## config.mk

```make
export PLATFORM = sky130hd
export DESIGN_NAME = mix_round_sequencer
export DESIGN_NICKNAME = d
export VERILOG_FILES = /design/src/rtl/mix_pkg.sv /design/src/rtl/mix_stage_comb.sv /design/src/rtl/mix_round_sequencer.sv
export SDC_FILE = /design/constraint.sdc
export NUM_CORES = 2
export LEC_CHECK = 0
export ABC_CLOCK_PERIOD_IN_PS = 18000
export CORE_AREA = 4 4 306 308
export DETAILED_ROUTE_END_ITERATION = 8
export DIE_AREA = 0 0 310 312
export PLACE_DENSITY = 0.6
export SYNTH_ARGS = -nofsm -noshare
export SYNTH_HDL_FRONTEND = slang
export SYNTH_SLANG_ARGS = --single-unit
```

## constraint.sdc

```tcl
create_clock -name clk -period 18 [get_ports clk]
set_input_delay 2.7 -clock clk [delete_from_list [all_inputs] [get_ports clk]]
set_output_delay 2.7 -clock clk [all_outputs]
set_load 0.01 [all_outputs]
```

## src/rtl/mix_pkg.sv

```systemverilog
// Shared types and constants for the 8-lane, 32-bit mixing datapath and its round sequencer.
package mix_pkg;

  localparam int LANES     = 8;
  localparam int RND_W_DEF = 16;

  typedef logic [31:0]           lane_t;
  typedef lane_t [LANES-1:0]     state_t;

  typedef enum logic [2:0] {S0, S1, S2, S3, S4, S5, S6, S7} stage_e;
  typedef enum logic [1:0] {IDLE, RUN, DONE} fsm_e;

  localparam lane_t M6 [LANES] = '{32'd2, 32'd3, 32'd5, 32'd7, 32'd11, 32'd13, 32'd17, 32'd19};
  localparam lane_t A6 [LANES] = '{32'd3, 32'd5, 32'd7, 32'd11, 32'd13, 32'd17, 32'd19, 32'd23};
  localparam lane_t M7 [LANES] = '{32'd2, 32'd3, 32'd3, 32'd3, 32'd5, 32'd13, 32'd35, 32'd87};
  localparam lane_t A7 [LANES] = '{32'd0, 32'd1, 32'd8, 32'd27, 32'd64, 32'd125, 32'd216, 32'd343};

  // Power-on lane contents: each lane holds its own index.
  function automatic state_t reset_state();
    state_t s;
    for (int i = 0; i < LANES; i++) s[i] = lane_t'(i);
    return s;
  endfunction

endpackage

```

## src/rtl/mix_stage_comb.sv

```systemverilog
// One mixing stage as pure combinational logic; lanes update in order 0..7 and each
// lane sees the already-updated values of lower lanes within the same stage.
module mix_stage_comb
  import mix_pkg::*;
(
  input  state_t state_in,
  input  stage_e stage,
  output state_t state_out
);

  always_comb begin
    state_t t;
    t = state_in;
    for (int i = 0; i < LANES; i++) begin
      // 3-bit casts give the mod-8 lane wrap for free
      unique case (stage)
        S0: t[3'(i)] = t[3'(i)] + lane_t'(i);
        S1: t[3'(i)] = t[3'(i)] + t[3'(i + 7)];
        S2: t[3'(i)] = t[3'(i)] + t[3'(i + 1)] - t[3'(i + 5)];
        S3: t[3'(i)] = t[3'(i)] ^ (t[3'(i + 3)] << 16);
        S4: t[3'(i)] = t[3'(i)] - (t[3'(i + 2)] >> 17) + (t[3'(i + 4)] >> 12);
        S5: t[3'(i)] = t[3'(i)] + t[3'(i + 7)] - t[3'(i + 6)];
        S6: t[3'(i)] = t[3'(i)] * M6[i] + A6[i];
        default: t[3'(i)] = t[3'(i)] * M7[i] + A7[i];
      endcase
    end
    state_out = t;
  end

endmodule

```

## src/rtl/mix_round_sequencer.sv

```systemverilog
// Multi-cycle round sequencer: one mixing stage per clock, each stage applied twice per round.
// Define MIX_ABORT_EN to add the abort input and aborted status output.
//
// state | meaning
// IDLE  | waiting; seed loads and start accepted here
// RUN   | applying one stage per cycle, 16 steps per round
// DONE  | one-cycle completion pulse, then back to IDLE
module mix_round_sequencer
  import mix_pkg::*;
#(
  parameter int RND_W = RND_W_DEF
) (
  input  logic             clk,
  input  logic             rst_n,
  input  logic             start,
  input  logic [RND_W-1:0] rounds,
  input  logic             load_en,
  input  logic [2:0]       load_idx,
  input  logic [31:0]      load_data,
  input  logic [2:0]       rd_idx,
`ifdef MIX_ABORT_EN
  input  logic             abort,
  output logic             aborted,
`endif
  output logic [31:0]      rd_data,
  output logic             busy,
  output logic             done,
  output logic [3:0]       step_cnt,
  output logic [RND_W-1:0] round_cnt
);

  fsm_e             state_q, state_d;
  state_t           o_q, o_d, stage_out;
  stage_e           stage_sel;
  logic [3:0]       step_q, step_d;
  logic [RND_W-1:0] rnd_q, rnd_d, rounds_q, rounds_d;
  logic             abort_req;

`ifdef MIX_ABORT_EN
  logic accept;

  assign abort_req = abort;
  assign accept    = (state_q == IDLE) && start && !load_en;

  always_ff @(posedge clk) begin
    if (!rst_n)                          aborted <= 1'b0;
    else if (accept)                     aborted <= 1'b0;
    else if ((state_q == RUN) && abort)  aborted <= 1'b1;
  end
`else
  assign abort_req = 1'b0;
`endif

  assign stage_sel = stage_e'(step_q[3:1]);

  mix_stage_comb u_stage (
    .state_in  (o_q),
    .stage     (stage_sel),
    .state_out (stage_out)
  );

  always_ff @(posedge clk) begin
    if (!rst_n) begin
      state_q  <= IDLE;
      o_q      <= reset_state();
      step_q   <= '0;
      rnd_q    <= '0;
      rounds_q <= '0;
    end else begin
      state_q  <= state_d;
      o_q      <= o_d;
      step_q   <= step_d;
      rnd_q    <= rnd_d;
      rounds_q <= rounds_d;
    end
  end

  always_comb begin
    state_d  = state_q;
    o_d      = o_q;
    step_d   = step_q;
    rnd_d    = rnd_q;
    rounds_d = rounds_q;
    unique case (state_q)
      IDLE: begin
        if (load_en) begin
          o_d[load_idx] = load_data;
        end else if (start) begin
          if (rounds != '0) begin
            state_d  = RUN;
            rounds_d = rounds;
            step_d   = '0;
            rnd_d    = '0;
          end else begin
            state_d = DONE;
          end
        end
      end
      RUN: begin
        if (abort_req) begin
          state_d = DONE;
        end else begin
          o_d    = stage_out;
          step_d = step_q + 4'd1;
          if (step_q == 4'd15) begin
            rnd_d = rnd_q + RND_W'(1);
            if (rnd_d == rounds_q) state_d = DONE;
          end
        end
      end
      default: state_d = IDLE;
    endcase
  end

  assign rd_data   = o_q[rd_idx];
  assign busy      = (state_q == RUN);
  assign done      = (state_q == DONE);
  assign step_cnt  = step_q;
  assign round_cnt = rnd_q;

endmodule

```

==> metrics.txt <==
run status finished clean; critical path capture point type register; PortBufs 111; Core ar. 0.09111 mm2; Netlist cell types 102; die area 0.09672 mm2; Setup violations, final 0; hold_ws 452.2 ps; RSZ-0062 raised after global routing no; Cell Count, Final, Fillers Out 5954; Slew Limit Fails 0; initial antenna violation count 7; Setup TNS Final 0 ps; post-layout min period 14040 ps; commonest non-fill, non-tap cell in the layout nor2_1; crit share post-route 77.99%; post-route ant nets 0; hold_sp o_q[185]; synthesis-to-layout area growth 9.777%; Final nets 5312; I/O pin total 112; Worst-Margin Slew 1161 ps; DPL Wire Length 113600 um; Iter 0 DRT Violations 4105; gr usage total 29.78%; post-CTS resize count 0; clk slew on worst S/H paths 60 ps; Worst VDD drop 0.07235 mV; Post-Syn Instances 4748; Die Height 312 um; Util after Layout 44.62%; Worst Setup SP step_cnt[1]; worst skew pair latency 600 ps; Post-CTS Setup Inserts 0; sequential element share of the synthesized area 15.89%; GRT met2 Usage 46.63%; GPL Wtd Cong 0.9948; Register-to-Register Path Depth 53; router iterations before antenna repair 8; routed vias/inst 6.327; area of the multi-input gates 0.02967 mm2; global-route wire length before repair 221600 um; WL/cell 25.14 um; critical path arrival 14490 ps; Achievable Freq 0.07124 GHz; relative slew slack 21.77%; Synth Area per Inst 7.800 um2; Post-Place Setup Slack 4436 ps; routed wire length 149700 um; ys async rst share 0%; most frequent cells in the layout 529 x nor2_1, 478 x ha_1, 469 x a21oi_1; #FFs+latches synth 294; vias in the first global route 35.74k; Sink Count 294; maxcap violations 0; EDFF count, synth 0; largest net degree at the start of global routing 102; Crit Path Class reg2reg; final instance area 0.04066 mm2; most frequent CP cell a21oi_1; worst-path fanout max 28; Yosys warnings 0; Pwr Density 75.67 mW/mm2; Pleak 18.07 nW; layout cells sized above 1 7.554%; # rows 111; die width 310 um; register area 0.005892 mm2; Vias 37.67k; grt peak-use layer met2; post-placement cell area 0.03942 mm2; reg2reg start step_cnt[1]; Remaining DRCs 0; hold_buf cts 0; CTS Buffer Depth 3; M1 GR Usage 41.31%; CTS tree built; Worst EP required 18450 ps; Mapped Area 0.03703 mm2; Fillers 9290; placed insts 5885; Top FF cell, synth dfxtp_1; Starting Density 40.65%; clk root buf clkbuf_16; Worst Hold Class reg2reg; final worst-path setup slack 3963 ps; H-tree Lvls 2; GRT met3 Usage 4.933%; slowest cell delay on critical path 820 ps; hold path depth 2; total CTS buffers 38; CP max stage cell a2111oi_0; Clock Skews 35.51 ps; startpoint types register; GR Overflow Total 0; final-report hold violation count 0; Synth Net Count 5321; Pwr Total 3.076 mW
==> per-layer routing <==
layer	share of wire (%)	vias to the layer above	wire, um
met5	0.027	-	41
met4	4.1	6	6115
met2	43	1771	65030
met3	9.9	311	14840
li1	-	17555	-
met1	43	18026	63630
==> critical path, delay by kind of cell (launching register included) <==
kind | cells | cell delay [ps]
DFF | 1 | 320
xor gates and xnor gates | 6 | 1080
adders and majority gates | 5 | 1600
and+or+nand+nor | 10 | 2350
AOI/OAI and AO/OA | 29 | 7600
buffers and inverters | 3 | 900
==> flip-flops by register name, indices dropped and copies added (netlist names) <==
register,cells
step_cnt,4
o_q,256
rounds_q,16
state_q,2
round_cnt,16
==> path summary, 6_finish.rpt <==
| check | end | slack, ps |
|---|---|---|
| worst max register to register | o_q[127] | 3960 |
| worst max-delay path | o_q[127] | 3960 |
| worst min register to register | o_q[185] | 450 |
| worst min-delay path | o_q[185] | 450 |
==> cells in the mapped netlist (all sizes together), types with 10 or more instances <==
cell	instances	area [um2]
a2111oi	13	115.1
a211o	15	131.4
a211oi	124	945.9
a21boi	14	105.1
a21o	109	819.5
a21oi	469	2347
a221oi	38	339.1
a22oi	37	277.8
a311oi	16	140.1
a31o	10	87.59
a31oi	44	290.3
a32oi	12	105.1
and2	35	220.2
and3	57	356.6
buf	42	172.7
clkbuf	205	769.5
dfxtp	294	5886
fa	37	740.7
ha	478	5981
inv	156	585.6
mux2	72	810.8
mux2i	102	1021
mux4	65	1464
nand2	359	1348
nand2b	44	275.3
nand3	152	765.7
nand4	42	269.0
nor2	537	2016
nor2b	35	226.5
nor3	67	340.3
nor3b	11	82.58
nor4	13	102.6
o211a	13	130.1
o211ai	26	195.2
o21a	52	390.4
o21ai	247	1236
o21bai	39	292.8
o221ai	26	227.7
o22ai	67	419.2
o31ai	15	112.6
or2	15	93.84
or3	22	142.6
xnor2	241	2111
xor2	151	1330
==> area by class of cell <==
type	count	share of cell area [%]
inverter	159	1.490
timing repair buffer	199	4.352
sequential	294	14.49
tap	1186	3.650
antenna	2	0.01231
multi-input combinational	4047	72.97
clock inverter	16	0.4524
clock buffer	51	2.582
==> logic make-up after synthesis <==
kind of cell	synth area share, %
mux	8.899
flops	15.89
simple gates	17.55
fa+ha+maj	18.15
compound gates	26.03
xor+xnor	9.291
buf+inv	4.179
==> power by group <==
part,total [mW],internal (mW),switching [mW]
Sequential,0.771,0.686,0.0854
Clock,0.784,0.443,0.340
Combinational,1.52,0.619,0.903
Total,3.08,1.75,1.33
(Power assumes the default switching activity.)
